$ cat src/rtl/fltr_pkg.sv
// Shared constants and the per-channel state record for the round-robin level filter.
package fltr_pkg;
  localparam int unsigned CNT_W        = 8;
  localparam int unsigned EVT_CH_W     = 5;
  localparam int unsigned CH_NUM_DEF   = 8;
  localparam int unsigned FLTR_CNT_DEF = 20;
  localparam logic [CNT_W-1:0] CNT_MAX = '1;

  typedef struct packed {
    logic [CNT_W-1:0] cnt;
    logic             lvl;
  } chan_state_t;
endpackage

$ cat src/rtl/fltr_scheduler_if.sv
// Level-change event handshake between the filter scheduler and its consumer.
interface fltr_scheduler_if;
  import fltr_pkg::*;

  logic                evt_valid;
  logic                evt_ready;
  logic [EVT_CH_W-1:0] evt_ch;
  logic                evt_lvl;

  modport master (output evt_valid, output evt_ch, output evt_lvl, input evt_ready);
  modport slave  (input evt_valid, input evt_ch, input evt_lvl, output evt_ready);
endinterface

$ cat src/rtl/fltr_chan_update.sv
// Combinational per-visit update of one channel's stability counter and level.
module fltr_chan_update
  import fltr_pkg::*;
(
  input  logic             sample,
  input  logic [CNT_W-1:0] cnt,
  input  logic             lvl,
  input  logic [CNT_W-1:0] thr,
  output logic [CNT_W-1:0] cnt_nxt,
  output logic             lvl_nxt,
  output logic             flip
);
  always_comb begin
    cnt_nxt = cnt;
    lvl_nxt = lvl;
    flip    = 1'b0;
    if (sample == lvl) begin
      cnt_nxt = '0;
    end else if (cnt >= thr) begin
      // >= so a counter left above a lowered threshold flips on its next mismatch
      lvl_nxt = ~lvl;
      cnt_nxt = '0;
      flip    = 1'b1;
    end else if (cnt != CNT_MAX) begin
      cnt_nxt = cnt + CNT_W'(1);
    end
  end
endmodule

$ cat src/rtl/fltr_scheduler.sv
// Round-robin debounce filter: one shared update path scans all channels and reports level changes.
// Optional macro FLTR_SYNC_EN inserts a 2-flop synchronizer on signal_in.
module fltr_scheduler
  import fltr_pkg::*;
#(
  parameter int unsigned CH_NUM   = CH_NUM_DEF,
  parameter int unsigned FLTR_CNT = FLTR_CNT_DEF
) (
  input  logic              clk,
  input  logic              rst,
  input  logic              en,
  input  logic [CH_NUM-1:0] signal_in,
  input  logic              cfg_we,
  input  logic [CNT_W-1:0]  cfg_thr,
  output logic [CH_NUM-1:0] signal_out,
  fltr_scheduler_if.master  evt
);
  localparam int unsigned IDX_W = $clog2(CH_NUM);
  localparam logic [IDX_W-1:0] IDX_LAST = IDX_W'(CH_NUM - 1);

  chan_state_t         st [CH_NUM];
  logic [IDX_W-1:0]    idx;
  logic [CNT_W-1:0]    thr;
  logic [CH_NUM-1:0]   sample;
  logic                evt_valid_q;
  logic [EVT_CH_W-1:0] evt_ch_q;
  logic                evt_lvl_q;
  logic                stall;
  logic                adv;
  logic [CNT_W-1:0]    cnt_nxt;
  logic                lvl_nxt;
  logic                flip;

`ifdef FLTR_SYNC_EN
  logic [CH_NUM-1:0] sync_q1;
  logic [CH_NUM-1:0] sync_q2;

  always_ff @(posedge clk or posedge rst) begin
    if (rst) begin
      sync_q1 <= '0;
      sync_q2 <= '0;
    end else begin
      sync_q1 <= signal_in;
      sync_q2 <= sync_q1;
    end
  end

  assign sample = sync_q2;
`else
  assign sample = signal_in;
`endif

  assign stall = evt_valid_q & ~evt.evt_ready;
  assign adv   = en & ~stall;

  fltr_chan_update u_update (
    .sample  (sample[idx]),
    .cnt     (st[idx].cnt),
    .lvl     (st[idx].lvl),
    .thr     (thr),
    .cnt_nxt (cnt_nxt),
    .lvl_nxt (lvl_nxt),
    .flip    (flip)
  );

  // Scan pointer, channel state, threshold and event register
  always_ff @(posedge clk or posedge rst) begin
    if (rst) begin
      for (int k = 0; k < int'(CH_NUM); k++) st[k] <= '0;
      idx         <= '0;
      thr         <= CNT_W'(FLTR_CNT);
      evt_valid_q <= 1'b0;
      evt_ch_q    <= '0;
      evt_lvl_q   <= 1'b0;
    end else begin
      if (cfg_we) thr <= cfg_thr;
      if (adv) begin
        st[idx].cnt <= cnt_nxt;
        st[idx].lvl <= lvl_nxt;
        idx         <= (idx == IDX_LAST) ? '0 : idx + IDX_W'(1);
      end
      if (adv && flip) begin
        evt_valid_q <= 1'b1;
        evt_ch_q    <= EVT_CH_W'(idx);
        evt_lvl_q   <= lvl_nxt;
      end else if (evt_valid_q && evt.evt_ready) begin
        evt_valid_q <= 1'b0;
      end
    end
  end

  for (genvar k = 0; k < int'(CH_NUM); k++) begin : g_out
    assign signal_out[k] = st[k].lvl;
  end

  assign evt.evt_valid = evt_valid_q;
  assign evt.evt_ch    = evt_ch_q;
  assign evt.evt_lvl   = evt_lvl_q;
endmodule

$ cat src/flat_wrapper.sv
// flat-port wrapper written by rule: the top's interface ports become plain ports
module fltr_scheduler_flat import fltr_pkg::*;
#(
  parameter int unsigned CH_NUM   = CH_NUM_DEF,
  parameter int unsigned FLTR_CNT = FLTR_CNT_DEF
)
  (clk, rst, en, signal_in, cfg_we, cfg_thr, signal_out, evt_evt_valid, evt_evt_ch, evt_evt_lvl, evt_evt_ready);
  fltr_scheduler_if evt_i ();
  input  logic clk;
  input  logic rst;
  input  logic en;
  input  logic [CH_NUM-1:0] signal_in;
  input  logic cfg_we;
  input  logic [CNT_W-1:0] cfg_thr;
  output logic [CH_NUM-1:0] signal_out;
  output wire logic [$bits(evt_i.evt_valid)-1:0] evt_evt_valid;
  output wire logic [$bits(evt_i.evt_ch)-1:0] evt_evt_ch;
  output wire logic [$bits(evt_i.evt_lvl)-1:0] evt_evt_lvl;
  input wire logic [$bits(evt_i.evt_ready)-1:0] evt_evt_ready;
  assign evt_evt_valid = evt_i.evt_valid;
  assign evt_evt_ch = evt_i.evt_ch;
  assign evt_evt_lvl = evt_i.evt_lvl;
  assign evt_i.evt_ready = evt_evt_ready;
  fltr_scheduler #(.CH_NUM(CH_NUM), .FLTR_CNT(FLTR_CNT)) u_core (.clk(clk), .rst(rst), .en(en), .signal_in(signal_in), .cfg_we(cfg_we), .cfg_thr(cfg_thr), .signal_out(signal_out), .evt(evt_i));
endmodule
$ cat config.mk
export PLATFORM = sky130hd
export DESIGN_NAME = fltr_scheduler_flat
export DESIGN_NICKNAME = d
export VERILOG_FILES = /design/src/rtl/fltr_pkg.sv /design/src/rtl/fltr_scheduler_if.sv /design/src/rtl/fltr_chan_update.sv /design/src/rtl/fltr_scheduler.sv /design/src/flat_wrapper.sv
export SDC_FILE = /design/constraint.sdc
export NUM_CORES = 1
export LEC_CHECK = 0
export BUFFER_PORTS_ARGS = -buffer_cell sky130_fd_sc_hd__buf_2
export CORE_MARGIN = 2
export CORE_UTILIZATION = 60
export DETAILED_ROUTE_END_ITERATION = 10
export PLACE_DENSITY = 0.8
export SLEW_MARGIN = 10
export SYNTH_ARGS = -nofsm -noshare
export SYNTH_HDL_FRONTEND = slang
export SYNTH_SLANG_ARGS = --single-unit
$ cat constraint.sdc
create_clock -name clk -period 6 [get_ports clk]
set_clock_uncertainty 0.05 [all_clocks]
set_input_delay 0.6 -clock clk [delete_from_list [all_inputs] [get_ports clk]]
set_output_delay 0.6 -clock clk [all_outputs]
set_load 0.005 [all_outputs]
### Yosys cells after proc, flatten, opt, wreduce, memory -nomap -nowiden

Cells that the tools add are included.

* multiply operators: 0
* reductions and logical operators: 4
* equal/unequal tests: 3
* $lt $le $gt $ge: 4
* shifts and indexed selects: 0
* mux-type cells: 21
* $add $sub $neg: 2
* div/mod/pow operators: 0
* bitwise logic cells: 6

Operators with widths (count)
* bitwise mux 72 bit: 2
* demux 9 bit (select 3 bit): 2
* binary-select mux 9 bit (select 3 bit): 1
* two-way mux 9 bit: 3
* two-way mux 8 bit: 3
* adder 8 x 1 -> 8 bit (second input constant): 1
* >= comparator 8 bit: 1
* two-way mux 1 bit: 8
* inequality test 8 bit (second input constant): 1
* >= comparator 4 bit (second input constant): 1
* less-than comparator 3 x 4 -> 1 bit (second input constant): 1
* less-than comparator 4 x 1 -> 1 bit (second input constant): 1
* inverter 3 -> 4 bit: 1
* adder 3 x 1 -> 3 bit (second input constant): 1
* binary-select mux 1 bit (select 3 bit): 1
* == test 3 bit (second input constant): 1
* logical AND 1 bit: 3
* two-way mux 3 bit: 1
* inverter 1 bit: 3
* AND 1 bit: 2
* nonzero test 2 bit: 1
* == test 1 bit: 1

* bits in latches: 0
* register bits after elaboration: 88
* input port bits: 21
* memories kept: 0
* output and inout port bits: 15
* ROM bits: 0
* word-level logic and storage cells: 61
* bits in writable memories: 0

### Longest topological paths before layout

Gate-level depths: netlist of run 1.

* depth after elaboration: 10
* gate-level depth with buffers: 15
* gate-level depth less buffers: 12

### Cells and area by module

A second synthesis of run 1 with hierarchy kept.

* cells, all modules: 309
* area total of the unflattened synthesis: 4513.1 um^2

Modules (own cells, without submodules)
* fltr_scheduler: seq. area each 2204.6 um^2, area an instance 4106.4 um^2, cells an instance 251, instances 1
* fltr_chan_update: seq. area each 0.0 um^2, area an instance 406.6 um^2, cells an instance 58, instances 1

### Least setup slack after synthesis of run 1

Ideal clock, no wire load.

* kind: reg2reg
* start point: reg u_core.idx[0]
* end point: reg u_core.evt_ch_q[0] (netlist: u_core.evt.evt_ch[0])
* path buffers: 2
* required time: 5.825 ns
* period minus slack after synthesis: 3.282 ns
* cell stages (with the launch flop): 14
* data arrival time: 3.107 ns
* slack: 2.718 ns
* library setup time: 0.125 ns
* path through: dfrtp_1 > buf_6 > buf_6 > a21oi_1 > a211oi_1 > a311oi_1 > inv_1 > ha_1 > o2111ai_1 > o21ai_0 > a31oi_1 > nand2b_1 > nor2_1 > mux2_2

* cells in the longest elaborated chain, start to end: 8
* elaborated cells on any way between the ends: 11
* those cells by class: 1 x order compare; 1 x eq/ne; 7 x mux; 1 x bitwise; 1 x reduce/logical

Ends and longest elaborated chain
* start, declared: RTL line fltr_scheduler.sv:22 `logic [IDX_W-1:0] idx;`
* start signal, assigned: RTL line fltr_scheduler.sv:80 `idx <= (idx == IDX_LAST) ? '0 : idx + IDX_W'(1);`
* inverter 3 -> 4 bit (not written as such): RTL line fltr_scheduler.sv:58, fltr_scheduler.sv:59
* binary-select mux 9 bit (select 3 bit): RTL line fltr_scheduler.sv:58, fltr_scheduler.sv:59
* two-way mux 9 bit (not written as such) (2 in series): RTL line fltr_scheduler.sv:59 `.lvl (st[idx].lvl),`
* >= comparator 8 bit: RTL line fltr_chan_update.sv:19 `end else if (cnt >= thr) begin`
* two-way mux 1 bit: RTL line fltr_chan_update.sv:19
* two-way mux 1 bit: RTL line fltr_chan_update.sv:17 `if (sample == lvl) begin`
* logical AND 1 bit: RTL line fltr_scheduler.sv:82 `if (adv && flip) begin`
* end signal, assigned: RTL line fltr_scheduler.sv:84 `evt_ch_q <= EVT_CH_W'(idx);`
* end, declared: RTL line fltr_scheduler.sv:26 `logic [EVT_CH_W-1:0] evt_ch_q;`

Parallel ways exist; a longest one is shown, timed or not. The select of a mux whose other input is x is not followed.
A chain may end at the register's enable or synchronous reset.

### Worst setup path after layout of run 1

* start point: reg u_core.idx[0]
* end point: reg u_core.st, in the netlist u_core.signal_out[0]

* cells in the longest elaborated chain, start to end: 8
* elaborated cells on any way between the ends: 19
* those cells by class: 3 x order compare; 1 x eq/ne; 12 x mux; 2 x bitwise; 1 x reduce/logical

Ends and longest elaborated chain
* inverter 3 -> 4 bit (not written as such)
* binary-select mux 9 bit (select 3 bit): RTL line fltr_scheduler.sv:58, fltr_scheduler.sv:59
* two-way mux 9 bit (not written as such) (2 in series): RTL line fltr_scheduler.sv:59
* >= comparator 8 bit or inverter 1 bit (tied branches): RTL line fltr_chan_update.sv:19, fltr_chan_update.sv:21
* two-way mux 1 bit: RTL line fltr_chan_update.sv:19
* two-way mux 1 bit: RTL line fltr_chan_update.sv:17
* bitwise mux 72 bit (*): RTL line fltr_scheduler.sv:79 `st[idx].lvl <= lvl_nxt;`
* end, declared: RTL line fltr_scheduler.sv:21 `chan_state_t st [CH_NUM];`

Every way passes the cells marked *; elsewhere a longest branch is shown, timed or not. The select of a mux whose other input is x is not followed.

==> results.txt, run 1 <==
- Summed over all cells, the static leakage comes to 0.002250 uW.
- CTS Buf Count: 9
* Slew at the pin closest to its max-slew limit: 1080 ps
* Crit path required time: 6260 ps
* Floorplan row count: 31
- Worst hold path type: input pin to flop
- The H-tree generated during clock tree synthesis spans 3 levels.
- Placed wire-length estimate after detailed placement: 7296 um
- For the worst flop-to-flop path, the logic depth is 10.
* Peak Freq: 219.5 MHz
- In this run the tightest slew margin relative to its limit is 28.02%.
- Depth of the worst hold-timing path: 3
* CP max FO: 21
- Clock tree from TritonCTS: done
* Final number of setup-violating endpoints: 0
- Synth Warn #: 0
- Die boundary width: 90.73 um
* PwrDens: 497.9 nW/um^2
- Across the run, the number of max-cap violations was 0.
- The worst setup path is captured at a flop.
- Gate count after technology mapping: 437
* Overall routed net length: 10,260 um
* Final min period: 4556 ps
- After clock tree synthesis, the flow added hold-fix buffers numbering 0.
- Result of the run: complete, no violations
- Wire length of the first global-routing pass: 17,270 um
- GRT Util Overall: 26.77%
* Clock-pin slew reported for the worst setup and hold paths after clock tree synthesis: 90 ps
- In this run, placement finished with an instance count of 542.
- Die area: 8232 sq um
- In this run the vertical extent of the chip is 90.73 um.
* Number of nets still failing antenna checks after routing: 0
* VDD IR-drop max: 248.7 uV
* Syn Std Cell Area: 4513 sq um
* Post-synth top flop: sky130_fd_sc_hd__dfrtp_1
- Clk sink count: 88
- For this block, the initial DRC count from the detailed router was 294.
* Total of flip-flops plus latches after synthesis: 88
- Clock tree synthesis selected as its root buffer the cell sky130_fd_sc_hd__clkbuf_8.
* Post-synthesis sequential area ratio: 48.85%
- Entering global routing, the biggest net connects 89 pins.
- Resized cells post-CTS: 0
- The clock reaches the later pin of the worst-skew pair after 370 ps.
- After synthesis, the netlist uses 59 different library cells.
- Gp weighted congestion: 0.8779
- Each instance of the synthesized netlist takes up on average 10.33 sq um.
- Deepest clock path buffer count: 2
- Setup Fix Bufs, Post-CTS: 0
- The critical path in this run is classified as flop to flop.
- Non-filler cells, final: 558
* Unrepaired setup endpoints after global routing: no
- Final-stage net count: 486
- In the layout the commonest cells are sky130_fd_sc_hd__dfrtp_1 (86), sky130_fd_sc_hd__nand2_1 (76), sky130_fd_sc_hd__o21ai_0 (56), sky130_fd_sc_hd__buf_2 (33), sky130_fd_sc_hd__mux2_2 (21).
- The filler cells instantiated in the layout total 579.
* Final number of max-transition violations: 0
- Vias after detailed routing: 3,407
- Initial antenna violation count: 0
* Sum of negative setup slack: 0 ps
* Remaining global-route overflow: 0
- The worst setup path is launched from a flop.
- The region available for standard cell placement spans 7253 sq um.
* Fraction of final layout cells sized beyond drive strength 1: 21.57%
- The initial utilization of the core area, before any placement, comes to 62.22%.
* Period utilization: 75.93%
- Async set-or-reset flop fraction in the synthesized netlist: 100.0%
- Dividing the detail-routed wire length by the instance count gives 18.38 um.
* Number of input and output port buffers inserted: 33
- Number of global-route vias before repair: 3,348
* Number of synthesized flops with an enable pin: 0
* Antenna diode count: 0
- Layout area overhead: 6.986%
* First-pass detailed-route iteration total: 5
- Leading cell type in the layout, fill and taps excluded: sky130_fd_sc_hd__dfrtp_1
* Drt drc: 0
* Ratio of routed vias to standard cells: 6.106
- The final hold violation count is 0.
* I/O pin count: 36
* Arrival time worst endpoint: 4820 ps
metal layers:
metal,share of wire (%),global-route usage [%]
met5,0,0
met4,1.5,8.718
met3,6.0,5.676
met2,48,41.98
met1,44,37.47
final cells by class:
| cell class | instances | area, sq um | area share, % |
|---|---|---|---|
| Sequential cell | 88 | 2205 | 45.66 |
| Timing Repair Buffer | 36 | 187.7 | 3.887 |
| Tap cell | 99 | 123.9 | 2.565 |
| Multi-Input combinational cell | 303 | 2063 | 42.73 |
| Clock inverter | 6 | 50.05 | 1.037 |
| Inverter | 16 | 61.31 | 1.270 |
| Clock buffer | 10 | 137.6 | 2.850 |
sequential cells by signal (all words and copies together), names as in the netlist:
name / cells
u_core.st: 64
u_core.idx: 3
u_core.evt.evt_lvl: 1
u_core.signal_out: 8
u_core.evt.evt_ch: 3
u_core.evt.evt_valid: 1
u_core.thr: 8
cell usage after synthesis (all sizes together) (2+ instances only):
library cell	count	area share [%]
a22oi	3	0.80
a211oi	3	0.50
or3	2	0.28
nand3b	2	0.33
dfstp	2	1.2
a31oi	2	0.28
clkbuf	11	0.91
xnor2	3	0.75
buf	20	3.3
a221oi	5	0.97
nand3	5	0.55
mux4	8	4.0
nor3	2	0.22
dfrtp	86	48
a221o	2	0.44
or2	9	1.4
and2	2	0.28
nand2b	7	1.1
a21o	5	0.83
a21oi	4	0.44
a22o	8	1.6
nor2	17	1.4
mux2	22	5.6
nand2	76	6.3
and3	2	0.28
mux2i	9	2.1
o21ai	75	8.4
o41ai	2	0.72
inv	15	1.2
ha	11	3.0
kinds of logic (layout without fill, tap and decap cells):
kind of cell | after synthesis | in the layout | synth area share [%]
buffers and inverters | 47 | 68 | 5.517
AND/OR/NAND/NOR | 129 | 129 | 13.09
adder cells (fa/ha/maj) | 11 | 11 | 3.050
AO/OA/AOI/OAI | 119 | 119 | 17.02
other | 1 | 2 | 0.08309
flip-flops | 88 | 88 | 48.85
multiplexers | 39 | 39 | 11.64
XOR/XNOR | 3 | 3 | 0.7487
metrics by stage:
step                      utilization, %  hold WS (ps)  area [sq um]  total power (uW)  setup WS, ps
after floorplan                        -         392.3          4517              1767          2718
after global placement             63.98         407.6          4641              1955          1622
after detailed placement           63.98         420.1          4641              2000          1490
after CTS                          66.57         374.3          4828              2396          1473
after global routing               66.57         400.1          4828              2568          1107
final                              66.57         386.5          4828              2404          1444
worst max-delay path: stages (launching register included):
cell and delay [ps]:
sky130_fd_sc_hd__dfrtp_1 940, sky130_fd_sc_hd__buf_4 430, sky130_fd_sc_hd__o32ai_1 130, sky130_fd_sc_hd__a311oi_1 730
sky130_fd_sc_hd__inv_1 210, sky130_fd_sc_hd__ha_1 360, sky130_fd_sc_hd__a21oi_1 120, sky130_fd_sc_hd__o21ai_0 100
sky130_fd_sc_hd__a31oi_1 460, sky130_fd_sc_hd__mux2i_1 670, sky130_fd_sc_hd__mux2_2 290
path summary, 6_finish.rpt:
path	to	startpoint	slack [ps]
worst max-delay path	u_core.signal_out[0]	u_core.idx[0]	1440
worst min-delay path	u_core.thr[6]	cfg_thr[6]	390
worst max register to register	u_core.signal_out[0]	u_core.idx[0]	1440
worst min register to register	u_core.st[48]	u_core.st[48]	440
max in group asynchronous	u_core.st[40]	rst	4710
min in group asynchronous	u_core.thr[0]	rst	510
where the power goes:
group	internal (uW)	total (uW)	switching, uW	leakage [uW]
clock	167	392	225	0.0000952
sequential	765	916	151	0.00116
combinational	439	1100	657	0.000991
total	1370	2400	1030	0.00225
No activity file was read; power rests on OpenSTA's default activity.
==> run 2, diff against run 1 <==
- clock period: 6 -> 4.2 ns (I/O delays scaled with it)
==> run 2 against run 1 <==
Hold slack lost 200 ps. Largest cell class unchanged. Critical path depth grew 3. Utilization grew 1.0 points. Via count grew 0.56%.
==> results.txt, run 2 (synthesis gave the netlist of run 1 again) <==
* Result of the run: complete, no violations
- Die boundary width: 90.73 um (unchanged)
- The total setup violations reported at the end of the flow was 0 (unchanged).
* Number of buffers added to fix hold violations after cts: 0 (unchanged)
* PwrDens: 722.4 nW/um^2 (+45%)
- The critical path goes through buf_4 > mux2_2 > a221oi_1 > o21ba_2 > inv_1 > ha_1 > a21o_1 > a21oi_1 > o21ai_0 > a31oi_2 > nand2b_4 > or2_0 > o21ai_0.
- Fraction of final layout cells sized beyond drive strength 1: 22.84% (+1.3 points)
- The detail-routed via count per cell was 6.085 (-0.34%).
* Kind of end point of the critical path: flop
- The source-to-sink clock delay at the later pin of the worst-skew pair is 360 ps (about the same).
* Height of the die: 90.73 um (unchanged)
* Peak Freq: 259.2 MHz (+18%)
* Critical path start-end classification: flop to flop
* Floorplan row count: 31 (unchanged)
* Clock-pin slew reported for the worst setup and hold paths after clock tree synthesis: 90 ps (about the same)
- CP max FO: 19 (-9.5%)
- The net count of the finished layout is 491 (+1.0%).
- Vias after detailed routing: 3,426 (+0.56%)
- The post-CTS repair timing setup buffer count came to 0 (unchanged).
* Unrepaired setup endpoints after global routing: no
- The critical path data required time was 4420 ps (-1840 ps).
* Slew Limit Headroom: 37.48% (+9.5 points)
- Leakage power: 0.002286 uW (+1.6%)
- The maximum vdd drop was 345.3 uV (+39%).
- Die area: 8232 sq um (unchanged)
* GRT Util Overall: 27.15% (+0.39 points)
* Number of violations of the max-capacitance limit: 0 (unchanged)
- The count of inserted antenna diode cells came to 0 (unchanged).
- Effective utilization at floorplan: 62.22% (unchanged)
- The routability congestion estimate came to 0.9398 (+7.1%).
* Worst setup SP type: flop
- Clock tree from TritonCTS: done
- The area of the core region was 7253 sq um (unchanged).
- Filler cell count in the final layout: 573 (-1.0%)
- The number of sinks on the clock net came to 88 (unchanged).
- Arrival time worst endpoint: 4070 ps (-750 ps)
- Hold_ws: 186.2 ps (-200.4 ps)
* Wire length of the first global-routing pass: 17,610 um (+2.0%)
- Slowest stage delay, CP: 560 ps (-380 ps)
* Slew at the pin closest to its max-slew limit: 936.7 ps (-143.0 ps)
- In this run the clock root is driven by a sky130_fd_sc_hd__clkbuf_8.
- Clock H-tree levels: 3 (unchanged)
* Deepest clock path buffer count: 2 (unchanged)
- The detailed placer's ending HPWL came to 7597 um (+4.1%).
* Final number of max-transition violations: 0 (unchanged)
* Number of global-route vias before repair: 3,394 (+1.4%)
* Buf+Inv Stages, Crit Path: 2 (unchanged)
* Cell with the biggest individual delay on the critical path: sky130_fd_sc_hd__dfrtp_2
* Period utilization: 91.87% (+16 points)
- Largest register FFs: 64 (unchanged)
- Final min period: 3859 ps (-697.0 ps)
- The number of port buffers came to 33 (unchanged).
- Hold Fails Final Rpt: 0 (unchanged)
- Remaining global-route overflow: 0 (unchanged)
- The largest net degree at the start of global routing was 56 (-37%).
* Leading cell type in the layout, fill and taps excluded: sky130_fd_sc_hd__dfrtp_1
* CTS Buf Count: 9 (unchanged)
- The top cell types in the final layout, fill and taps aside, are sky130_fd_sc_hd__dfrtp_1 (85), sky130_fd_sc_hd__nand2_1 (76), sky130_fd_sc_hd__o21ai_0 (56), sky130_fd_sc_hd__buf_2 (33), sky130_fd_sc_hd__mux2_2 (21).
- Overall routed net length: 10,550 um (+2.9%)
- The number of routed nets with antenna violations was 0 (unchanged).
- Detailed Route Iter0 Violations: 316 (+7.5%)
- The cell that appears most often on the critical path is sky130_fd_sc_hd__o21ai_0.
* Layout area overhead: 8.622%
* Resized cells post-CTS: 0 (unchanged)
- I/O pin count: 36 (unchanged)
* Wire length per cell: 18.75 um (+2.0%)
* Crit-path leading delay family: compound AO/OA/AOI/OAI gates
- Counting flops per register, the top entry is u_core.st.
* First-pass detailed-route iteration total: 7 (+2)
* Initial antenna violation count: 0 (unchanged)
* Sum of negative setup slack: 0 ps (unchanged)
* Worst hold path type: input pin to async pin
* Drt drc: 0 (unchanged)
run 2: cell type report:
| cell class | instances | area (sq um) | area share [%] |
|---|---|---|---|
| clock buffers | 12 | 165.2 | 3.369 |
| clock inverters | 4 | 51.30 | 1.046 |
| inverters | 16 | 61.31 | 1.251 |
| multi-input cells | 303 | 2069 | 42.22 |
| flip-flops and latches | 88 | 2206 | 45.00 |
| well taps | 99 | 123.9 | 2.527 |
| repair buffers | 41 | 225.2 | 4.594 |
run 2: final timing paths:
kind,cells past startpoint,to,slack [ps],from
max,13,u_core.st[21],340,u_core.idx[0]
min,2,u_core.thr[0],190,rst
max reg2reg,13,u_core.st[21],340,u_core.idx[0]
min reg2reg,2,u_core.st[43],430,u_core.st[43]
max in group asynchronous,3,u_core.st[25],2970,rst
min in group clk,3,u_core.thr[7],220,cfg_thr[7]
run 2: stage by stage:
step	power (uW)	setup WS, ps	instance area [sq um]	instances	util (%)
floorplan	2524	917.8	4517	438	-
CTS	3518	79.19	4895	563	67.48
detailed placement	2894	123.4	4678	547	64.50
global route	3764	26.48	4902	563	67.59
global placement	2829	314.0	4678	547	64.50
finish	3541	341.4	4902	563	67.59
run 2: report_power, final:
| part | total (uW) | internal (uW) | switching [uW] |
|---|---|---|---|
| clock network | 623 | 324 | 300 |
| registers | 1320 | 1090 | 221 |
| logic | 1600 | 652 | 950 |
run 2: per-layer routing:
layer	GRT usage, %	vias to the layer above	share of wire, %
met1	39.89	1685	45
met3	4.174	17	6.4
met5	0	-	0
li1	-	1578	-
met2	41.98	146	47
met4	8.590	0	1.6
==> run 3, diff against run 2 <==
- HOLD_SLACK_MARGIN: unset -> 0.03
- PLACE_DENSITY: 0.8 -> unset
- PLACE_DENSITY_LB_ADDON: unset -> 0.2
==> run 3 against run 2 <==
Clock power fell by 5.6%. Die area did not move. Sequential cell count stayed put. Via count increased by 0.61%. Critical path type unchanged. Utilization decreased by 0.17 points.
==> results.txt, run 3 (synthesis gave the netlist of run 1 again) <==
* Global-route track usage on met2: 40.24% (-1.7 points)
* Global routing usage on met1: 40.69% (+0.81 points)
* Cell count along the critical path: 12 (-1)
- The final hold violation count was 0 (unchanged).
- Maximum number of pins on one net before global-route repair: 59 (+5.4%)
- Number of cells on the worst reg-to-reg path: 12 (-1)
- The register with the most flip-flops in the final layout is u_core.st.
* Placeable Area: 7253 sq um (unchanged)
- The headroom to the max-slew limit was 35.35% (-2.1 points).
* Number of input and output port buffers inserted: 33 (unchanged)
- Antenna diode count: 0 (unchanged)
- Leading cell type in the layout, fill and taps excluded: sky130_fd_sc_hd__dfrtp_1
- The number of rows in the core area is 31 (unchanged).
- I/O pin count: 36 (unchanged)
- The number of buffers added to fix hold violations after cts came to 0 (unchanged).
- Resized cells post-CTS: 0 (unchanged)
* Gp weighted congestion: 0.9332 (-0.70%)
- The final instance count without filler cells was 565 (+0.36%).
- The maximum vdd drop was 413.1 uV (+20%).
* Global routing usage on met3: 6.928% (+2.8 points)
- Crit path required time: 4460 ps (+40 ps)
- CP max FO: 10 (-9)
* Clock-pin slew reported for the worst setup and hold paths after clock tree synthesis: 90 ps (about the same)
- STA classifies the critical path startpoint as a flop.
* Cell with the biggest individual delay on the critical path: sky130_fd_sc_hd__mux2i_1
- R2R Path End: u_core.signal_out[4]
- Skew-Pair Late Insertion Delay: 370 ps (about the same)
- Die boundary width: 90.73 um (unchanged)
* PwrDens: 718.6 nW/um^2 (-0.52%)
* Number of nets still failing antenna checks after routing: 0 (unchanged)
- Most frequent cells in the layout: sky130_fd_sc_hd__dfrtp_1 (84), sky130_fd_sc_hd__nand2_1 (76), sky130_fd_sc_hd__o21ai_0 (56), sky130_fd_sc_hd__buf_2 (33), sky130_fd_sc_hd__mux2_2 (21)
- Vias after detailed routing: 3,447 (+0.61%)
- The cell leakage power came to 0.002285 uW (about the same).
* Critical path start-end classification: flop to flop
- The detail-routed via count per cell came to 6.101 (+0.26%).
- Final number of setup-violating endpoints: 0 (unchanged)
- Clock tree from TritonCTS: done
* Final number of max-transition violations: 0 (unchanged)
* Hold_ws: 183.2 ps (-2.937 ps)
- The net count of the finished layout is 493 (+0.41%).
* Initial antenna violation count: 0 (unchanged)
- Die area: 8232 sq um (unchanged)
- Post-placement setup slack: 247.3 ps (+123.9 ps)
* Kind of end point of the critical path: flop
* Period utilization: 91.88% (about the same)
- Peak Freq: 259.1 MHz (about the same)
- Worst hold path type: input pin to async pin
- First-pass detailed-route iteration total: 5 (-2)
- The overall routing resource usage was 27.42% (+0.26 points).
- The number of sinks on the clock net is 88 (unchanged).
- The total of fill cells in the finished design came to 591 (+3.1%).
- CTS Buf Count: 9 (unchanged)
- Setup Fix Bufs, Post-CTS: 0 (unchanged)
- Layout area overhead: 8.345%
* Deepest clock path buffer count: 2 (unchanged)
- The number of buffers and inverters on the critical path came to 2 (unchanged).
- The delay of the slowest cell on the worst path came to 650 ps (+90 ps).
- Sum of negative setup slack: 0 ps (unchanged)
- Overall routed net length: 10,640 um (+0.80%)
* Wire length per cell: 18.83 um (+0.44%)
- The initial standard-cell utilization of the core is 62.22% (unchanged).
- Detailed Route Iter0 Violations: 214 (-32%)
* Cell count after placement: 549 (+0.37%)
* Wire length of the first global-routing pass: 17,620 um (about the same)
* Most Crowded Layer GR: met1
- The transition time of the tightest slew-check pin came to 969.7 ps (+33.00 ps).
- Drt drc: 0 (unchanged)
* Crit-path leading delay family: compound AO/OA/AOI/OAI gates
* Largest register FFs: 64 (unchanged)
- Setup repair after global routing left no endpoint under its margin.
- Clock H-tree levels: 3 (unchanged)
- Remaining global-route overflow: 0 (unchanged)
* Arrival time worst endpoint: 4120 ps (+50 ps)
- The flow ran to the end, and the final reports show no timing, DRC or antenna violations.
- Root buf cell: sky130_fd_sc_hd__clkbuf_8
- Final min period: 3859 ps (+0.2870 ps)
* Height of the die: 90.73 um (unchanged)
- The startpoint identified for the worst register-to-register timing path is u_core.idx[0].
- Number of violations of the max-capacitance limit: 0 (unchanged)
* Placed wire-length estimate after detailed placement: 7654 um (+0.75%)
* Fraction of final layout cells sized beyond drive strength 1: 23.18% (+0.33 points)
- The via count of the first global-routing pass came to 3,284 (-3.2%).
- Post-route worst setup slack: 341.2 ps (-0.2870 ps)
- The setup slack of the worst register-to-register path came to 340 ps (about the same).
- The critical path goes through buf_4 > and2b_1 > a221oi_1 > o221a_2 > inv_1 > ha_1 > a21o_1 > a21oi_1 > o21ai_0 > a31oi_1 > mux2i_1 > mux2_2.
run 3: how the worst max path moves through the flow:
stage / startpoint / to
after floorplan: u_core.idx[0] / u_core.evt.evt_ch[0]
after global placement: u_core.idx[0] / u_core.st[23]
after detailed placement: u_core.idx[0] / u_core.signal_out[7]
after CTS: u_core.idx[0] / u_core.signal_out[7]
after global routing: u_core.idx[0] / u_core.st[25]
final: u_core.idx[0] / u_core.signal_out[4]
run 3: stage by stage:
stage / area (sq um) / power (uW) / utilization (%)
2_1_floorplan: 4517 / 2524 / -
5_1_grt: 4890 / 3744 / 67.41
6_report: 4890 / 3514 / 67.41
3_3_place_gp: 4693 / 2856 / 64.71
4_1_cts: 4887 / 3500 / 67.38
3_5_place_dp: 4693 / 2911 / 64.71
run 3: where the power goes:
group          internal [uW]  switching (uW)
sequential              1100             215
combinational            661             954
clock                    275             313
run 3: layout make-up:
type,instances,area (sq um),area share [%]
Inverter,16,61.31,1.254
Sequential cell,88,2207,45.14
Clock buffer,9,123.9,2.533
Clock inverter,7,70.07,1.433
Multi-Input combinational cell,303,2063,42.20
Timing Repair Buffer,43,240.2,4.913
Tap cell,99,123.9,2.533
run 3: metal layers:
| metal | up-vias | share of wire, % |
|---|---|---|
| met5 | - | 0 |
| met4 | 0 | 1.3 |
| met3 | 15 | 7.1 |
| met2 | 141 | 46 |
| met1 | 1709 | 46 |
| li1 | 1582 | - |
run 3: worst register-to-register path, cell delays in order (launching register included):
cell	delay (ps)
sky130_fd_sc_hd__dfrtp_2	540
sky130_fd_sc_hd__buf_4	220
sky130_fd_sc_hd__and2b_1	210
sky130_fd_sc_hd__a221oi_1	320
sky130_fd_sc_hd__o221a_2	300
sky130_fd_sc_hd__inv_1	70
sky130_fd_sc_hd__ha_1	300
sky130_fd_sc_hd__a21o_1	170
sky130_fd_sc_hd__a21oi_1	120
sky130_fd_sc_hd__o21ai_0	100
sky130_fd_sc_hd__a31oi_1	460
sky130_fd_sc_hd__mux2i_1	650
sky130_fd_sc_hd__mux2_2	280
